--- config.mk ---
export PLATFORM = sky130hd
export DESIGN_NAME = serial_add_sub
export DESIGN_NICKNAME = d
export VERILOG_FILES = /design/src/rtl/serial_add_sub.sv
export SDC_FILE = /design/constraint.sdc
export NUM_CORES = 1
export LEC_CHECK = 0
export BUFFER_PORTS_ARGS = -buffer_cell sky130_fd_sc_hd__buf_2
export CORE_ASPECT_RATIO = 2
export CORE_MARGIN = 5
export CORE_UTILIZATION = 51
export CTS_BUF_LIST = sky130_fd_sc_hd__clkbuf_2 sky130_fd_sc_hd__clkbuf_4 sky130_fd_sc_hd__clkbuf_8
export CTS_CLUSTER_DIAMETER = 80
export DETAILED_ROUTE_END_ITERATION = 16
export GPL_TIMING_DRIVEN = 0
export HOLD_SLACK_MARGIN = 0.08
export PLACE_DENSITY = 0.77
export SLEW_MARGIN = 15
export SYNTH_ARGS = -nofsm -noshare
export SYNTH_HDL_FRONTEND = slang
export SYNTH_SLANG_ARGS = --single-unit
--- constraint.sdc ---
create_clock -name clk -period 1.4 [get_ports clk]
set_input_delay 0.28 -clock clk [delete_from_list [all_inputs] [get_ports clk]]
set_output_delay 0.28 -clock clk [all_outputs]
set_load 0.05 [all_outputs]
--- src/rtl/serial_add_sub.sv ---
// Bit-serial adder/subtractor: one full-adder slice with a registered carry,
// LSB first, WIDTH cycles per operation plus one cycle to present the result.
module serial_add_sub #(
  parameter int unsigned WIDTH = 8
) (
  input  logic             clk,
  input  logic             rst,
  input  logic             start,
  input  logic [WIDTH-1:0] a,
  input  logic [WIDTH-1:0] b,
  input  logic             sub,
  output logic             busy,
  output logic             done,
  output logic [WIDTH-1:0] sum,
  output logic             carry_out,
  output logic             overflow
);

  localparam int unsigned CNT_W = (WIDTH > 2) ? $clog2(WIDTH) : 1;
  localparam logic [CNT_W-1:0] LAST_BIT = CNT_W'(WIDTH - 1);

  typedef enum logic [1:0] {
    S_IDLE = 2'd0,
    S_RUN  = 2'd1,
    S_DONE = 2'd2
  } state_e;

  state_e state_q, state_d;
  logic   busy_d, done_d;

  logic [WIDTH-1:0] a_q, b_q;
  logic [WIDTH-2:0] res_q;
  logic             carry_q;
  logic [CNT_W-1:0] cnt_q;

  logic             start_ok_c;
  logic             last_c;
  logic             bit_s_c;
  logic             bit_c_c;
  logic [WIDTH-1:0] res_nx_c;

  // Full-adder slice on the current LSBs; the MSB cycle closes the operation.
  assign start_ok_c = start && (state_q != S_RUN);
  assign last_c     = (state_q == S_RUN) && (cnt_q == LAST_BIT);
  assign bit_s_c    = a_q[0] ^ b_q[0] ^ carry_q;
  assign bit_c_c    = (a_q[0] & b_q[0]) | (a_q[0] & carry_q) | (b_q[0] & carry_q);
  assign res_nx_c   = {bit_s_c, res_q};

  // State register.
  always_ff @(posedge clk) begin
    if (rst) begin
      state_q <= S_IDLE;
    end else begin
      state_q <= state_d;
    end
  end

  // Next-state logic; start is only honoured outside RUN.
  always_comb begin
    state_d = state_q;
    case (state_q)
      S_IDLE: if (start) state_d = S_RUN;
      S_RUN:  if (last_c) state_d = S_DONE;
      S_DONE: state_d = start ? S_RUN : S_IDLE;
      default: state_d = S_IDLE;
    endcase
  end

  // Handshake flags decoded from the upcoming state so they register in step with it.
  always_comb begin
    busy_d = 1'b0;
    done_d = 1'b0;
    if (state_d == S_RUN)  busy_d = 1'b1;
    if (state_d == S_DONE) done_d = 1'b1;
  end

  // Handshake output registers.
  always_ff @(posedge clk) begin
    if (rst) begin
      busy <= 1'b0;
      done <= 1'b0;
    end else begin
      busy <= busy_d;
      done <= done_d;
    end
  end

  // Operand shifters, serial carry, bit counter and result capture.
  always_ff @(posedge clk) begin
    if (rst) begin
      a_q       <= '0;
      b_q       <= '0;
      res_q     <= '0;
      carry_q   <= 1'b0;
      cnt_q     <= '0;
      sum       <= '0;
      carry_out <= 1'b0;
      overflow  <= 1'b0;
    end else if (start_ok_c) begin
      // Subtraction as A + ~B + 1: the +1 rides in on the initial carry.
      a_q     <= a;
      b_q     <= sub ? ~b : b;
      carry_q <= sub;
      cnt_q   <= '0;
    end else if (state_q == S_RUN) begin
      a_q     <= a_q >> 1;
      b_q     <= b_q >> 1;
      res_q   <= res_nx_c[WIDTH-1:1];
      carry_q <= bit_c_c;
      cnt_q   <= cnt_q + CNT_W'(1);
      if (last_c) begin
        // carry_q still holds the carry into the MSB on this cycle.
        sum       <= res_nx_c;
        carry_out <= bit_c_c;
        overflow  <= carry_q ^ bit_c_c;
      end
    end
  end

endmodule
# Word level (Yosys, flattened, before mapping)
# Cells that the tools add are included.
# Widths: inputs -> output; s select.
[classes]
add_sub_neg = 1
eq_ne = 6
n_mux = 13
bitwise = 10
reduce_logical = 7
[ops]
columns = ["op", "count"]
rows = [
  ["$mux 8", 5],
  ["$not 8->8", 1],
  ["$pmux 2 s3", 1],
  ["$mux 1", 5],
  ["$eq 2x1->1 const B", 2],
  ["$eq 2x2->1 const B", 2],
  ["$mux 2", 2],
  ["$add 3x1->3 const B", 1],
  ["$and 1x1->1", 3],
  ["$eq 3x3->1 const B", 1],
  ["$reduce_and 3->1", 1],
  ["$xor 1x1->1", 3],
  ["$logic_and 1x1->1", 2],
  ["$logic_not 2->1", 1],
  ["$ne 2x1->1 const B", 1],
  ["$or 1x1->1", 2],
  ["$reduce_and 2->1", 1],
  ["$reduce_bool 2->1", 1],
  ["$reduce_or 2->1", 1],
  ["$not 1->1", 1],
]
[word_totals]
ff_bits = 41
output_inout_bits = 12
word_cells = 48

# Logic depth before layout (Yosys ltp)
[depth]
word_depth = 6
ltp_mapped = 6
ltp_nobuf = 5

# Worst setup path after synthesis
# OpenSTA, ideal clock, no wires.
[synth_timing]
path_kind = "flip-flop to flip-flop"
from = "register cnt_q[0]"
to = "register carry_out"
setup_time_ns = 0.086
t_arrival_ns = 1.215
required_ns = 1.314
setup_slack_ns = 0.099
stages_incl_launch_ff = 6
cell_sequence = "dfxtp_1 > ha_1 > ha_1 > and3b_1 > buf_2 > a211oi_1"
[synth_via]
elab_chain_len = 3
[synth_rtl]
columns = ["element", "line", "text"]
rows = [
  ["from (decl)", "34", "logic [CNT_W-1:0] cnt_q;"],
  ["from (signal assigned)", "110", "cnt_q <= cnt_q + CNT_W'(1);"],
  ["$eq 3x3->1", "44", "assign last_c = (state_q == S_RUN) && (cnt_q == LAST_BIT);"],
  ["$logic_and 1x1->1", "44", ""],
  ["$reduce_and 3->1 (no line)", "-", ""],
  ["to (signal assigned)", "114", "carry_out <= bit_c_c;"],
  ["to (decl)", "15", "output logic carry_out,"],
]
# No other way between the ends.
# A chain may end at the register's enable or synchronous reset.

# Worst setup path in the final report
[layout_timing]
from = "register cnt_q[0]"
to = "register sum[7]"
[layout_via]
elab_chain_len = 3
[layout_rtl]
columns = ["element", "line", "text"]
rows = [
  ["$eq 3x3->1", "44", ""],
  ["$logic_and 1x1->1", "44", ""],
  ["$reduce_and 3->1 (no line)", "-", ""],
  ["to (signal assigned)", "113", "sum <= res_nx_c;"],
  ["to (decl)", "14", "output logic [WIDTH-1:0] sum,"],
]
# No other way between the ends.

==> impl_metrics.yaml <==
status:
  status: "finished clean"
synth:
  yosysTopAreaCell: "dfxtp_1"
  synthTopCellsByArea: "dfxtp_1 (47%), nand2_1 (8.2%), a21oi_1 (6.9%)"
  syn_nets: 217
  synth_area_per_cell_um2: 8.913
  ys.flop_type: "dfxtp_1"
  syn_area_um2: 1729
  seq_area_frac_synth_pct: 47.47
  synth_top_area_share_pct: 47.47
  yosysUniqueCellTypes: 25
  synthCells: 194
  ys_ff_latch: 41
  yosys_warnings: 0
  synthArstFlopShare_pct: 0
  synth_edf_count: 0
finish:
  antenna_cells: 0
  final_area_um2: 2079
  drive_gt1_share_pct: 25.86
  layout_common_cells: "dfxtp_1 (40), nand2_1 (38), buf_2 (33)"
  final_cell_count_no_fill: 264
  fin_util_pct: 62.25
  area_growth_pct: 20.26
  final_common_cell: "dfxtp_1"
  final_nets: 254
  nFillCells: 293
placement:
  place_congestion: 0.7663
  place_area_um2: 1914
  dp_hpwl_mm: 2.553
  dp.cells: 255
  numPortBuffers: 29
worst_setup_path:
  start_kind: "flop"
  required_ns: 1.62
  critPathTopFamily: "adder cells"
  cp_max_fo: 10
  crit_slowest_cell: "dfxtp_2"
  path_cells: "ha_2, ha_2, and3b_2, buf_8, a211oi_2"
  critPathMaxStageDelay_ns: 0.33
  crit_type: "flop to flop"
  worstPathArrival_ns: 1.54
  path_common_cell: "ha_2"
  critPathBufInv: 1
  endpoint_kind: "flop"
global_route:
  grt_pass1_vias: 1371
  grt_overflow: 0
  grt_max_degree: 13
  track_usage_pct: 17.26
  grt_pass1_wl_mm: 6.113
  antenna_found_initial: 0
routing:
  vias: 1430
  drt_wl_total_mm: 3.581
  drcViolationCount: 0
  drt-initial-drc-count: 20
  routedWlPerCell_um: 13.56
  antenna_left: 0
  via_per_inst: 5.417
  dr.pass1.iters: 4
sta:
  worst_pin_slew_ns: 0.5311
  finalHoldViolCount: 0
  fmaxAchievable_mhz: 754.3
  setup_viol: 0
  finalMaxSlewViolations: 0
  min_period_ns: 1.326
  skew_ns: 0.003872
  finalCritPeriodShare_pct: 94.70
  maxSlewHeadroom_pct: 64.59
die:
  die_w_um: 51.18
  rows: 30
  die-area_um2: 4726
  initial_core_util_pct: 51.76
  design.core.area_um2: 3341
  dieHeight_um: 92.35
  io-pin-count: 32
clocking:
  clock_latency_ns: 0.29
  clk_path_buf_depth: 2
  root_buffer: "clkbuf_8"
  numCtsBuffers: 5
  path_clk_slew_ns: 0.08
  cts_num_sinks: 41
  cts.htree.levels: 2
  cts_tree: "built"
power_and_ir_drop:
  ir_drop_uv: 863.5
  p_leak_nw: 0.8601
  power_density_nw_per_um2: 1239
  power_mw: 2.576
min_path:
  hold_class: "input pin to flop"
job:
  maxCapViolCount: 0
[what timing repair did]
action	CTS	global route
hold buffers	0	0
resized for setup	3	9
setup buffers	0	1
pin swaps	0	1
setup endpoints to repair	9	10
[layer usage]
layer	vias to the layer above	GRT usage, %	routed length, um
li1	720	-	-
met1	677	19.92	1479
met2	27	27.69	1885
met3	6	4.670	124
met4	0	10.34	92
met5	-	0	0
[per-stage QoR]
step,hold WS (ns),setup slack (ns),TNS (ns)
after floorplan,0.3560,0.09935,0
after global placement,0.4434,0.004939,0
after detailed placement,0.4443,-0.03242,-0.03816
after CTS,0.2071,0.009364,0
after global routing,0.2047,-0.004754,-0.007868
final,0.2117,0.07421,0
[state kept, by name, summed over array words and instances, names as in the netlist]
| register | count |
|---|---|
| carry_out | 1 |
| state_q | 2 |
| busy | 1 |
| b_q | 8 |
| done | 1 |
| a_q | 8 |
| cnt_q | 3 |
| overflow | 1 |
| sum | 8 |
| res_q | 7 |
| carry_q | 1 |
[synth_stat cells, types with 2 or more instances]
cell type / instances
a211oi_2: 2
buf_4: 2
nand2b_1: 2
nand2_1: 38
nand3b_1: 4
nor2_1: 22
mux2i_1: 8
clkbuf_1: 4
a211o_1: 7
buf_2: 5
xnor2_1: 9
dfxtp_1: 41
inv_1: 4
a21oi_1: 24
a211oi_1: 9
buf_6: 3
ha_1: 2
[worst register-to-register path, delay by kind of cell (launching register included)]
kind / cells / cell delay, ns
fa+ha+maj: 2 / 0.35
compound gates: 1 / 0.20
buf+inv: 1 / 0.15
flops: 1 / 0.33
simple gates: 1 / 0.23
[cell families after synthesis]
kind of cell               share of synthesized area, %
adders and majority gates                         2.605
buffers and inverters                             6.222
xor gates and xnor gates                          4.559
AOI/OAI and AO/OA                                 17.80
muxes                                             4.631
DFF                                               47.47
and+or+nand+nor                                   16.72
[final timing paths]
| check | from | endpoint | slack [ns] | cells past startpoint |
|---|---|---|---|---|
| worst min-delay path | rst | b_q[7]$_SDFFE_PP0P_ | 0.21 | 2 |
| worst max-delay path | cnt_q[0]$_SDFFE_PP0P_ | sum[7]$_SDFFE_PP0P_ | 0.07 | 5 |
| worst min register to register | sum[3]$_SDFFE_PP0P_ | sum[3]$_SDFFE_PP0P_ | 0.45 | 2 |
| worst max register to register | cnt_q[0]$_SDFFE_PP0P_ | sum[7]$_SDFFE_PP0P_ | 0.07 | 5 |
[area by class of cell]
class                   instances  area (um^2)  share of cell area, %
clock buffers                   7        90.09                  4.332
multi-input cells             134        827.0                  39.77
plain buffers                  15        102.6                  4.934
clock inverters                 1        30.03                  1.444
flip-flops and latches         41        822.0                  39.53
inverters                       4        15.01                 0.7220
well taps                      32        40.04                  1.925
repair buffers                 30        152.6                  7.341
[report_power, final]
part / internal (mW) / switching (mW) / total [mW]
Clock: 0.601 / 0.402 / 1.00
Sequential: 1.22 / 0.0323 / 1.25
Combinational: 0.145 / 0.173 / 0.318
Note: power is estimated with default switching activity, not from simulation.
